===== config.mk =====
export PLATFORM = sky130hd
export DESIGN_NAME = hbconsole_mux_flat
export DESIGN_NICKNAME = d
export VERILOG_FILES = /design/src/rtl/hbconsole_mux_if.sv /design/src/rtl/hbconsole_mux.sv /design/src/flat_wrapper.sv
export SDC_FILE = /design/constraint.sdc
export NUM_CORES = 1
export LEC_CHECK = 0
export ABC_CLOCK_PERIOD_IN_PS = 6800
export CAP_MARGIN = 5
export CORE_MARGIN = 3
export CORE_UTILIZATION = 57
export CTS_CLUSTER_SIZE = 28
export DETAILED_ROUTE_END_ITERATION = 12
export GPL_TIMING_DRIVEN = 0
export PLACE_DENSITY = 0.88
export SLEW_MARGIN = 15
export SYNTH_ARGS = -nofsm -noshare
export SYNTH_HDL_FRONTEND = slang
export SYNTH_SLANG_ARGS = --single-unit

===== constraint.sdc =====
create_clock -name i_clk -period 6.8 [get_ports i_clk]
set_clock_uncertainty 0.1 [all_clocks]
set_input_delay 0.68 -clock i_clk [delete_from_list [all_inputs] [get_ports i_clk]]
set_output_delay 0.68 -clock i_clk [all_outputs]
set_load 0.03 [all_outputs]

===== src/rtl/hbconsole_mux_if.sv =====
// Byte-level port bundle of hbconsole_mux: hexbus/console transmit inputs,
// UART transmit/receive bytes and the split receive outputs.
interface hbconsole_mux_if #(
  parameter int NCONSOLE = 2
);
  logic                     i_hb_stb;
  logic [6:0]               i_hb_byte;
  logic                     o_hb_busy;
  logic [NCONSOLE-1:0]      i_console_stb;
  logic [7*NCONSOLE-1:0]    i_console_data;
  logic [NCONSOLE-1:0]      o_console_busy;
  logic                     o_tx_stb;
  logic [7:0]               o_tx_data;
  logic                     i_tx_busy;
  logic                     i_rx_stb;
  logic [7:0]               i_rx_byte;
  logic                     o_hb_rx_stb;
  logic [7:0]               o_hb_rx_byte;
  logic [NCONSOLE-1:0]      o_console_stb;
  logic [6:0]               o_console_data;

  modport master (
    output i_hb_stb, i_hb_byte, i_console_stb, i_console_data, i_tx_busy,
           i_rx_stb, i_rx_byte,
    input  o_hb_busy, o_console_busy, o_tx_stb, o_tx_data, o_hb_rx_stb,
           o_hb_rx_byte, o_console_stb, o_console_data
  );

  modport slave (
    input  i_hb_stb, i_hb_byte, i_console_stb, i_console_data, i_tx_busy,
           i_rx_stb, i_rx_byte,
    output o_hb_busy, o_console_busy, o_tx_stb, o_tx_data, o_hb_rx_stb,
           o_hb_rx_byte, o_console_stb, o_console_data
  );
endinterface


===== src/rtl/hbconsole_mux.sv =====
// Hexbus + multi-channel console byte multiplexer for the debug UART link.
// Define HBCONSOLE_MUX_ROUNDROBIN_EN for round-robin console grant (default: fixed priority).
module hbconsole_mux #(
  parameter int NCONSOLE = 2,
  parameter int LGFIFO   = 4
) (
  input  logic            i_clk,
  input  logic            i_reset,
  hbconsole_mux_if.slave  bus
);
  localparam int DEPTH = 1 << LGFIFO;
  localparam int PW    = LGFIFO + 1;

  typedef enum logic {S_DATA, S_SEL} state_t;

  state_t              state_q;
  logic                tx_stb_q;
  logic [7:0]          tx_data_q;
  logic [3:0]          tx_chan_q;

  logic [NCONSOLE-1:0] fifo_empty, fifo_full, fifo_push, fifo_pop;
  logic [6:0]          fifo_rdata [NCONSOLE];
  logic                loadable, pop_en, any_ne;
  logic [3:0]          grant;
  logic [6:0]          grant_data;

  // FIFO read is combinational so a pop can load the output register the same cycle.
  for (genvar gi = 0; gi < NCONSOLE; gi++) begin : g_fifo
    logic [6:0]    mem [DEPTH];
    logic [PW-1:0] wr_q, rd_q;

    assign fifo_empty[gi] = (wr_q == rd_q);
    assign fifo_full[gi]  = ((wr_q - rd_q) == PW'(DEPTH));
    assign fifo_push[gi]  = bus.i_console_stb[gi] && !fifo_full[gi];
    assign fifo_pop[gi]   = pop_en && (grant == 4'(gi));
    assign fifo_rdata[gi] = mem[rd_q[LGFIFO-1:0]];

    always_ff @(posedge i_clk) begin
      if (fifo_push[gi])
        mem[wr_q[LGFIFO-1:0]] <= bus.i_console_data[7*gi +: 7];
    end

    always_ff @(posedge i_clk or posedge i_reset) begin
      if (i_reset) begin
        wr_q <= '0;
        rd_q <= '0;
      end else begin
        if (fifo_push[gi]) wr_q <= wr_q + PW'(1);
        if (fifo_pop[gi])  rd_q <= rd_q + PW'(1);
      end
    end
  end

  assign bus.o_console_busy = fifo_full;
  assign any_ne             = !(&fifo_empty);

`ifdef HBCONSOLE_MUX_ROUNDROBIN_EN
  logic [3:0]    ptr_q, owner_q, grant_hi, grant_lo;
  logic          lock_q, owner_ne, hi_found;
  logic [PW-1:0] burst_q, burst_d;

  // The owner keeps the grant while nonempty; otherwise first nonempty at or after ptr_q.
  always_comb begin
    grant_hi = '0;
    grant_lo = '0;
    hi_found = 1'b0;
    owner_ne = 1'b0;
    for (int k = NCONSOLE - 1; k >= 0; k--) begin
      if (owner_q == 4'(k)) owner_ne = !fifo_empty[k];
      if (!fifo_empty[k]) begin
        grant_lo = 4'(k);
        if (4'(k) >= ptr_q) begin
          grant_hi = 4'(k);
          hi_found = 1'b1;
        end
      end
    end
    if (lock_q && owner_ne) grant = owner_q;
    else if (hi_found)      grant = grant_hi;
    else                    grant = grant_lo;
  end

  assign burst_d = (lock_q && owner_q == grant) ? burst_q + PW'(1) : PW'(1);

  always_ff @(posedge i_clk or posedge i_reset) begin
    if (i_reset) begin
      ptr_q   <= '0;
      owner_q <= '0;
      lock_q  <= 1'b0;
      burst_q <= '0;
    end else if (pop_en) begin
      ptr_q   <= (grant == 4'(NCONSOLE - 1)) ? 4'd0 : grant + 4'd1;
      owner_q <= grant;
      lock_q  <= (burst_d != PW'(DEPTH));
      burst_q <= burst_d;
    end
  end
`else
  always_comb begin
    grant = '0;
    for (int k = NCONSOLE - 1; k >= 0; k--)
      if (!fifo_empty[k]) grant = 4'(k);
  end
`endif

  always_comb begin
    grant_data = '0;
    for (int k = 0; k < NCONSOLE; k++)
      if (grant == 4'(k)) grant_data = fifo_rdata[k];
  end

  assign loadable      = !tx_stb_q || !bus.i_tx_busy;
  assign pop_en        = (state_q == S_DATA) && loadable && !bus.i_hb_stb && any_ne
                         && (grant == tx_chan_q);
  assign bus.o_hb_busy = !((state_q == S_DATA) && loadable);
  assign bus.o_tx_stb  = tx_stb_q;
  assign bus.o_tx_data = tx_data_q;

  always_ff @(posedge i_clk or posedge i_reset) begin
    if (i_reset) begin
      state_q   <= S_DATA;
      tx_stb_q  <= 1'b0;
      tx_data_q <= '0;
      tx_chan_q <= '0;
    end else if (loadable) begin
      case (state_q)
        S_DATA: begin
          if (bus.i_hb_stb) begin
            tx_stb_q  <= 1'b1;
            tx_data_q <= {1'b1, bus.i_hb_byte};
          end else if (any_ne) begin
            tx_stb_q <= 1'b1;
            if (grant == tx_chan_q) begin
              tx_data_q <= {1'b0, grant_data};
            end else begin
              tx_data_q <= 8'hFF;
              state_q   <= S_SEL;
            end
          end else begin
            tx_stb_q <= 1'b0;
          end
        end
        S_SEL: begin
          tx_stb_q  <= 1'b1;
          tx_data_q <= {4'h0, grant};
          tx_chan_q <= grant;
          state_q   <= S_DATA;
        end
        default: state_q <= S_DATA;
      endcase
    end
  end

  logic [3:0]          rx_chan_q;
  logic                rx_sel_q, hb_rx_stb_q;
  logic [7:0]          hb_rx_byte_q;
  logic [NCONSOLE-1:0] con_stb_q, rx_onehot;
  logic [6:0]          con_data_q;

  always_comb begin
    rx_onehot = '0;
    for (int k = 0; k < NCONSOLE; k++)
      rx_onehot[k] = (rx_chan_q == 4'(k));
  end

  // A byte following 8'hFF is always consumed as a channel select, even when out of range.
  always_ff @(posedge i_clk or posedge i_reset) begin
    if (i_reset) begin
      rx_chan_q    <= '0;
      rx_sel_q     <= 1'b0;
      hb_rx_stb_q  <= 1'b0;
      hb_rx_byte_q <= '0;
      con_stb_q    <= '0;
      con_data_q   <= '0;
    end else begin
      hb_rx_stb_q <= 1'b0;
      con_stb_q   <= '0;
      if (bus.i_rx_stb) begin
        if (rx_sel_q) begin
          rx_sel_q <= 1'b0;
          if (int'(bus.i_rx_byte[3:0]) < NCONSOLE) rx_chan_q <= bus.i_rx_byte[3:0];
        end else if (bus.i_rx_byte == 8'hFF) begin
          rx_sel_q <= 1'b1;
        end else if (bus.i_rx_byte[7]) begin
          hb_rx_stb_q  <= 1'b1;
          hb_rx_byte_q <= bus.i_rx_byte;
        end else begin
          con_stb_q  <= rx_onehot;
          con_data_q <= bus.i_rx_byte[6:0];
        end
      end
    end
  end

  assign bus.o_hb_rx_stb    = hb_rx_stb_q;
  assign bus.o_hb_rx_byte   = hb_rx_byte_q;
  assign bus.o_console_stb  = con_stb_q;
  assign bus.o_console_data = con_data_q;
endmodule

===== src/flat_wrapper.sv =====
// flat-port wrapper written by rule: the top's interface ports become plain ports
module hbconsole_mux_flat 
#(
  parameter int NCONSOLE = 2,
  parameter int LGFIFO   = 4
)
  (i_clk, i_reset, bus_i_hb_stb, bus_i_hb_byte, bus_i_console_stb, bus_i_console_data, bus_i_tx_busy, bus_i_rx_stb, bus_i_rx_byte, bus_o_hb_busy, bus_o_console_busy, bus_o_tx_stb, bus_o_tx_data, bus_o_hb_rx_stb, bus_o_hb_rx_byte, bus_o_console_stb, bus_o_console_data);
  hbconsole_mux_if #(.NCONSOLE(NCONSOLE)) bus_i ();
  input  logic i_clk;
  input  logic i_reset;
  input wire logic [$bits(bus_i.i_hb_stb)-1:0] bus_i_hb_stb;
  input wire logic [$bits(bus_i.i_hb_byte)-1:0] bus_i_hb_byte;
  input wire logic [$bits(bus_i.i_console_stb)-1:0] bus_i_console_stb;
  input wire logic [$bits(bus_i.i_console_data)-1:0] bus_i_console_data;
  input wire logic [$bits(bus_i.i_tx_busy)-1:0] bus_i_tx_busy;
  input wire logic [$bits(bus_i.i_rx_stb)-1:0] bus_i_rx_stb;
  input wire logic [$bits(bus_i.i_rx_byte)-1:0] bus_i_rx_byte;
  output wire logic [$bits(bus_i.o_hb_busy)-1:0] bus_o_hb_busy;
  output wire logic [$bits(bus_i.o_console_busy)-1:0] bus_o_console_busy;
  output wire logic [$bits(bus_i.o_tx_stb)-1:0] bus_o_tx_stb;
  output wire logic [$bits(bus_i.o_tx_data)-1:0] bus_o_tx_data;
  output wire logic [$bits(bus_i.o_hb_rx_stb)-1:0] bus_o_hb_rx_stb;
  output wire logic [$bits(bus_i.o_hb_rx_byte)-1:0] bus_o_hb_rx_byte;
  output wire logic [$bits(bus_i.o_console_stb)-1:0] bus_o_console_stb;
  output wire logic [$bits(bus_i.o_console_data)-1:0] bus_o_console_data;
  assign bus_i.i_hb_stb = bus_i_hb_stb;
  assign bus_i.i_hb_byte = bus_i_hb_byte;
  assign bus_i.i_console_stb = bus_i_console_stb;
  assign bus_i.i_console_data = bus_i_console_data;
  assign bus_i.i_tx_busy = bus_i_tx_busy;
  assign bus_i.i_rx_stb = bus_i_rx_stb;
  assign bus_i.i_rx_byte = bus_i_rx_byte;
  assign bus_o_hb_busy = bus_i.o_hb_busy;
  assign bus_o_console_busy = bus_i.o_console_busy;
  assign bus_o_tx_stb = bus_i.o_tx_stb;
  assign bus_o_tx_data = bus_i.o_tx_data;
  assign bus_o_hb_rx_stb = bus_i.o_hb_rx_stb;
  assign bus_o_hb_rx_byte = bus_i.o_hb_rx_byte;
  assign bus_o_console_stb = bus_i.o_console_stb;
  assign bus_o_console_data = bus_i.o_console_data;
  hbconsole_mux #(.NCONSOLE(NCONSOLE), .LGFIFO(LGFIFO)) u_core (.i_clk(i_clk), .i_reset(i_reset), .bus(bus_i));
endmodule

[Word-level counts from Yosys, hierarchy flattened]
Memories as Yosys holds them, arrays and structs flattened.
Index checks and enable logic that the tools add are counted.
Cells by class
  add/sub/neg operators: 6
  multiply operators: 0
  div/mod/pow operators: 0
  $lt $le $gt $ge: 1
  eq/ne operators: 9
  shift operators: 0
  multiplexer cells: 29
  bitwise gates (word level): 4
  reductions and logical operators: 24
Operator list (count)
  2-to-1 mux 8 bit: 3
  adder 5 x 1 -> 5 bit (second input constant): 4
  2-to-1 mux 1 bit: 17
  case mux 8 bit (2 select lines): 1
  2-to-1 mux 7 bit: 2
  equality test 5 bit: 2
  equality test 5 bit (second input constant): 2
  subtractor 5 bit: 2
  equality test 8 bit (second input constant): 1
  logical AND 1 bit: 8
  zero test 4 bit: 2
  2-to-1 mux 2 bit: 4
  AND reduction 4 bit: 2
  zero test 1 bit: 7
  AND reduction 2 bit: 3
  equality test 1 x 4 -> 1 bit: 1
  equality test 4 x 1 -> 1 bit (second input constant): 1
  < comparator 4 x 2 -> 1 bit (second input constant): 1
  inverter 1 bit: 4
  case mux 1 bit (2 select lines): 2
  inequality test 3 bit (second input constant): 1
  AND reduction 3 bit: 1
  equality test 1 bit (second input constant): 1
  logical OR 1 bit: 1
Word-level totals
  flip-flop bits (word level): 57
  bits in latches: 0
  RAM bits: 224
  memory bits (read-only): 0
  input port bits: 36
  memories kept: 2
Memories
  u_core.g_fifo[0].mem: depth 16, width 7, read ports 1, clocked after memory_dff 0, write ports 1, RTL line hbconsole_mux.sv:29  | logic [6:0] mem [DEPTH];
  u_core.g_fifo[1].mem: depth 16, width 7, read ports 1, clocked after memory_dff 0, write ports 1, RTL line hbconsole_mux.sv:29

[Depth between registers and ports, before layout]
Gate-level depths: netlist (run 1).
  word-level depth: 10
  mapped depth: 10
  gate-level depth less buffers: 9

[Least setup slack after synthesis (run 1)]
OpenSTA, ideal clock, no wires.
  path kind: flip-flop to output port
  from: register u_core.g_fifo[0].rd_q[1]
  to: output port bus_o_console_busy[0]
  data arrival time: 2.512 ns
  required time: 6.020 ns
  path slack: 3.508 ns
  cell stages (with the launch flop): 9
  buffers on the path: 1
  cell sequence: dfrtp_1 -> clkbuf_1 -> inv_1 -> ha_1 -> nor2b_1 -> or4b_1 -> a21boi_0 -> o2111ai_2 -> inv_1
On the way
  longest elaborated chain between the ends: 2
Ends and longest elaborated chain
  start: declaration: RTL line hbconsole_mux.sv:30  | logic [PW-1:0] wr_q, rd_q;
  start signal: assignment: RTL line hbconsole_mux.sv:49  | if (fifo_pop[gi]) rd_q <= rd_q + PW'(1);
  subtractor 5 bit: RTL line hbconsole_mux.sv:33  | assign fifo_full[gi] = ((wr_q - rd_q) == PW'(DEPTH));
  equality test 5 bit: RTL line hbconsole_mux.sv:33
  end: declaration: RTL line flat_wrapper.sv:19  | output wire logic [$bits(bus_i.o_console_busy)-1:0] bus_o_console_busy;
Every way passes these cells.

[Final worst setup path (run 1)]
Ends and elaborated chain as after synthesis.

==> results.cfg, run 1 <==
[clock_tree]
clock-sinks = 278
clockBufferDepth = 3
insertion_delay_ns = 0.53
clkTransAtPathRegs_ns = 0.07
cts_resized = 0
cts_setup_buffers = 0
postCtsHoldBufs = 0
root_buffer = clkbuf_16
cts_made_buffers = 26
htree_levels = 1
cts_tree = done

[critical_path]
worst_path_largest_cell_delay_ns = 0.71
cp_max_fo = 10
cpLargestDelayFamily = buffers and inverters
path_class = flop to primary output
crit_buf_inv = 4
cp.required_ns = 6.02
start_kind = flop
cp-end-kind = primary output
cpMaxStageDelayCell = clkdlybuf4s50_1
cp_cell_sequence = clkbuf_1 > inv_1 > ha_1 > nor2b_1 > or4b_1 > a21boi_0 > o2111ai_2 > inv_1 > clkdlybuf4s50_1
worstPathArrival_ns = 4.17
cp_common_cell = inv_1

[grt]
gr-max-usage-layer = met2
met3_usage = 0.04718
met1_usage = 0.3192
grtUsageMet2 = 0.3641
grt_pass1_vias = 6641
grt_max_degree = 39
grt_pass1_wl_mm = 38.06
antenna_found_initial = 0
grt_use_total = 0.2284
gr-total-overflow = 0

[place]
dp.cells = 952
dp_hpwl_mm = 15.78
portBuffers = 65
place_area_um2 = 12280
gp_congestion = 0.9099

[floorplanning]
core-area_um2 = 19080
num_io_pins = 66
die_h_um = 146.7
fp.dieW_um = 146.7
start_util = 0.5911
fp-row-count = 50
fp.dieArea_um2 = 21510

[worst_hold_path]
min_path_type = flop to flop

[synth]
synth-seq-cells = 278
synthCells = 626
yosysWarningCount = 0
async_flop_share = 0.1942
synth_cell_types = 51
synth.largest_area_cell = edfxtp_1
synthesis.area_um2 = 11280
synth-seq-area-share = 0.7162
synth-main-ff-cell = edfxtp_1
synth_fp_nets = 680
synthTopCellsByArea = edfxtp_1 60%, dfrtp_1 12%, mux4_2 11%, ha_1 2.0%, mux2_2 1.5%
avgSynthCellArea_um2 = 18.02
synth_edf_count = 224
yosysTopAreaCellShare = 0.5964

[job]
max_cap_violations = 0

[timing]
tightest_slew_ns = 1.149
timing.hold.ws_ns = 0.3679
setup_viol = 0
finalSetupTns_ns = 0
drv_slew = 0
timing.final.crit_share = 0.7279
fmax_ghz = 0.2020
slew_headroom = 0.2284
rsz0062_at_grt = false
period_minus_slack_ns = 4.950
hold_viol = 0

[pwr]
p_sw_mw = 1.563
pwr-share-comb = 0.284
leakagePower_nw = 4.527
pwr-share-seq = 0.436
p_per_area_nw_per_um2 = 385.0
internal_power_mw = 3.489
p_clk_frac = 0.280
switching_share = 0.3094
ir_drop_v = 0.0001901

[routing]
drt_iter0_drc = 613
drc = 0
ant_nets = 0
drt_first_pass_iters = 5
totalWireLength_mm = 24.21
vias_per_cell = 6.288
vias = 6275
wire_per_inst_um = 24.26

[finish]
final_area_um2 = 13120
area_delta_synth_final_pct = 16.35
layout_common_cells = 224 x edfxtp_1, 65 x clkdlybuf4s50_1, 56 x mux4_2
layout_commonest_cell = edfxtp_1
antennaDiodeCount = 0
final_cells = 998
utilization = 0.6877
nets = 774
layout-drive-gt1-share = 0.1816

[status]
outcome = completed
stage by stage:
step                      setup WS [ns]  power, mW
after global routing              1.684      5.256
after floorplan                   3.508      3.167
final                             1.850      5.052
after global placement            2.618      3.536
after CTS                         1.873      5.065
after detailed placement          2.454      3.630
registers in the layout, indices dropped and copies added, names as in the netlist:
| signal | count |
|---|---|
| u_core.bus.o_console_data | 7 |
| u_core.tx_chan_q | 1 |
| u_core.rx_sel_q | 1 |
| u_core.g_fifo.rd_q | 10 |
| u_core.bus.o_hb_rx_stb | 1 |
| u_core.g_fifo.mem | 224 |
| u_core.bus.o_console_stb | 2 |
| u_core.g_fifo.wr_q | 10 |
| u_core.state_q | 1 |
| u_core.rx_chan_q | 4 |
| u_core.bus.o_tx_data | 8 |
| u_core.bus.o_tx_stb | 1 |
| u_core.bus.o_hb_rx_byte | 8 |
per-layer routing:
metal  part of all wire  vias to the layer above
met5                  0                        -
met4              0.030                        0
met3              0.088                       64
met2               0.49                      343
met1               0.39                     3211
li1                   -                     2657
area by class of cell:
cell class,count,area [µm²]
plain buffers,20,82.58
clock buffers,29,661.9
clock inverters,17,171.4
fillers,1127,5958
inverters,17,63.81
multi-input cells,311,3069
flip-flops and latches,278,8078
well taps,260,325.3
repair buffers,66,670.6
power by group through the flow:
stage | Combinational, mW | Sequential, mW | Clock, mW
2_1_floorplan | 0.913 | 2.25 | 0
3_3_place_gp | 1.33 | 2.21 | 0
3_5_place_dp | 1.40 | 2.23 | 0
4_1_cts | 1.43 | 2.20 | 1.43
5_1_grt | 1.54 | 2.22 | 1.49
6_report | 1.43 | 2.20 | 1.42
Yosys cell counts (4+ instances only):
| library cell | count |
|---|---|
| edfxtp_1 | 224 |
| mux4_2 | 56 |
| dfrtp_1 | 54 |
| nand2_1 | 36 |
| nor2_1 | 31 |
| ha_1 | 18 |
| inv_1 | 16 |
| mux2_2 | 15 |
| mux2i_1 | 13 |
| o21ai_0 | 13 |
| xnor2_1 | 13 |
| a22oi_1 | 12 |
| nor3_1 | 12 |
| nand3_1 | 11 |
| buf_1 | 10 |
| nand4_1 | 8 |
| xor2_1 | 8 |
| a21oi_1 | 7 |
| nand2b_1 | 7 |
| nor2b_1 | 7 |
| a32o_1 | 6 |
| buf_2 | 6 |
| nand3b_1 | 6 |
| clkbuf_1 | 4 |
worst paths after layout:
kind	start	endpoint	slack [ns]	cells after the start
setup / recovery	u_core.g_fifo[0].rd_q[1]$_DFFE_PP0P_	bus_o_console_busy[0]	1.85	9
hold / removal	u_core.rx_chan_q[0]$_DFFE_PP0P_	u_core.bus.o_console_stb[0]$_DFF_PP0_	0.37	1
setup reg to reg	u_core.g_fifo[0].rd_q[1]$_DFFE_PP0P_	u_core.g_fifo[0].mem[3][4]$_DFFE_PP_	2.77	9
hold reg to reg	u_core.rx_chan_q[0]$_DFFE_PP0P_	u_core.bus.o_console_stb[0]$_DFF_PP0_	0.37	1
max in group asynchronous	i_reset	u_core.bus.o_console_data[4]$_DFFE_PP0P_	5.68	3
min in group asynchronous	i_reset	u_core.g_fifo[0].rd_q[0]$_DFFE_PP0P_	0.38	2
kinds of logic (layout without fill, tap and decap cells):
kind of cell / Yosys count / count (layout) / synth area share
flops: 278 / 278 / 0.7162
simple gates: 137 / 137 / 0.06224
mux: 85 / 85 / 0.1393
compound gates: 49 / 49 / 0.03151
buf+inv: 37 / 149 / 0.01298
xor+xnor: 22 / 22 / 0.01775
fa+ha+maj: 18 / 18 / 0.01997
No activity file was read; power rests on OpenSTA's default activity.
==> run 2, diff against run 1 <==
Settings changed: ABC_CLOCK_PERIOD_IN_PS 6800 to 4800.
Clock period 6.8 ns to 4.8 ns, I/O delays scaled along.
==> run 2 against run 1 <==
  * Combinational power rose by 42%
  * Clock power rose by 42%
  * Critical path depth fell by 1
  * Final area barely moved
  * Worst setup slack got worse by 1.6 ns
  * Largest cell class unchanged
  * Die area did not move
==> results.cfg, run 2 (synthesized netlist as in run 1, its figures left out) <==
[clock_tree]
cts_tree = done
root_buffer = clkbuf_16
htree_levels = 1
postCtsHoldBufs = 0
cts_setup_buffers = 0
clkTransAtPathRegs_ns = 0.07
cts_resized = 0
clockBufferDepth = 3
cts_made_buffers = 26
clock-sinks = 278
insertion_delay_ns = 0.53

[critical_path]
cp.required_ns = 4.22
cp_common_cell = inv_1
r2r_slack_ns = 1.08
endpoint = bus_o_console_busy[0]
path_class = flop to primary output
worstPathArrival_ns = 3.96
cp_cell_sequence = buf_1 > inv_1 > ha_1 > or4b_1 > a21boi_0 > o2111ai_2 > inv_1 > clkdlybuf4s50_1
critPathLaunch = u_core.g_fifo[0].rd_q[2]$_DFFE_PP0P_
cp_max_fo = 10
cpMaxStageDelayCell = clkdlybuf4s50_1
timing.rr.end = u_core.g_fifo[1].mem[0][5]$_DFFE_PP_
start_kind = flop
r2r-start = u_core.g_fifo[1].rd_q[2]$_DFFE_PP0P_
worst_path_largest_cell_delay_ns = 0.71
cp-end-kind = primary output
rr_worst_depth = 8

[floorplanning]
fp.dieArea_um2 = 21510
fp.dieW_um = 146.7
die_h_um = 146.7
core-area_um2 = 19080
start_util = 0.5911
fp-row-count = 50
num_io_pins = 66

[finish]
nets = 774
layout_commonest_cell = edfxtp_1
layout_common_cells = 224 x edfxtp_1, 65 x clkdlybuf4s50_1, 56 x mux4_2
antennaDiodeCount = 0
layout-drive-gt1-share = 0.1829
area_delta_synth_final_pct = 16.36
utilization = 0.6878
n_fill_cell = 1126
final_cells = 998
largest_register_ffs = 224

[grt]
grt_pass1_wl_mm = 38.06
gr-total-overflow = 0
grt_max_degree = 39
grt_use_total = 0.2284
grt_pass1_vias = 6641
antenna_found_initial = 0

[timing]
finalSetupTns_ns = 0
hold_viol = 0
fmax_ghz = 0.2201
slew_headroom = 0.2328
period_minus_slack_ns = 4.543
setup_slack_ns = 0.2570
timing.final.crit_share = 0.9465
rsz0062_at_grt = false
timing.hold.ws_ns = 0.1752
setup_viol = 0
tightest_slew_ns = 1.142
drv_slew = 0

[routing]
drc = 0
drt_iter0_drc = 612
vias = 6295
wire_per_inst_um = 24.26
totalWireLength_mm = 24.21
vias_per_cell = 6.308
ant_nets = 0
drt_first_pass_iters = 6

[pwr]
leakagePower_nw = 4.530
p_per_area_nw_per_um2 = 545.3
ir_drop_v = 0.0002694

[worst_hold_path]
min_path_type = primary input to asynchronous set/reset pin

[status]
outcome = completed

[job]
max_cap_violations = 0

[place]
dp.cells = 952
pre_cts_ws_ns = 0.6540
portBuffers = 65
dp_hpwl_mm = 15.78
gp_congestion = 0.9099
## run 2: layout make-up
type                       count  area [µm²]  area share
sequential                   278        8078      0.6155
tap                          260       325.3     0.02479
buffer                        20       83.83    0.006388
clock buffer                  29       661.9     0.05043
inverter                      17       63.81    0.004862
multi-input combinational    311        3069      0.2339
clock inverter                17       171.4     0.01306
timing repair buffer          66       670.6     0.05110
## run 2: worst min-delay path by stage
stage / startpoint / end / cells past startpoint
after global placement: u_core.rx_chan_q[0]$_DFFE_PP0P_ / u_core.bus.o_console_stb[0]$_DFF_PP0_ / 1
after CTS: i_reset / u_core.g_fifo[0].rd_q[0]$_DFFE_PP0P_ / 2
after floorplan: u_core.rx_chan_q[0]$_DFFE_PP0P_ / u_core.bus.o_console_stb[0]$_DFF_PP0_ / 1
final: i_reset / u_core.g_fifo[0].rd_q[0]$_DFFE_PP0P_ / 2
after global routing: i_reset / u_core.g_fifo[0].rd_q[0]$_DFFE_PP0P_ / 2
after detailed placement: u_core.rx_chan_q[0]$_DFFE_PP0P_ / u_core.bus.o_console_stb[0]$_DFF_PP0_ / 1
## run 2: per-layer routing
metal / GRT usage / share of wire / vias up
met3: 0.04718 / 0.091 / 64
met5: 0 / 0 / -
met1: 0.3192 / 0.39 / 3215
li1: - / - / 2656
met2: 0.3641 / 0.49 / 360
met4: 0.07996 / 0.031 / 0
## run 2: worst max-delay path: cells and delay by family, from the launching register on
family | cells | cell delay (ns)
AO/OA/AOI/OAI | 2 | 0.48
AND/OR/NAND/NOR | 1 | 0.51
adder cells (fa/ha/maj) | 1 | 0.40
flip-flops | 1 | 0.40
buffers and inverters | 4 | 1.64
## run 2: through the flow
stage                     total power [mW]  cell area (µm²)
final                                7.157            13120
after global routing                 7.446            13120
after CTS                            7.175            13110
after detailed placement             5.143            12280
after global placement               5.009            12250
after floorplan                      4.486            11280
## run 2: where the power goes
part	switching, mW	internal, mW
clock	0.851	1.15
combinational	1.18	0.851
sequential	0.181	2.94
total	2.21	4.94
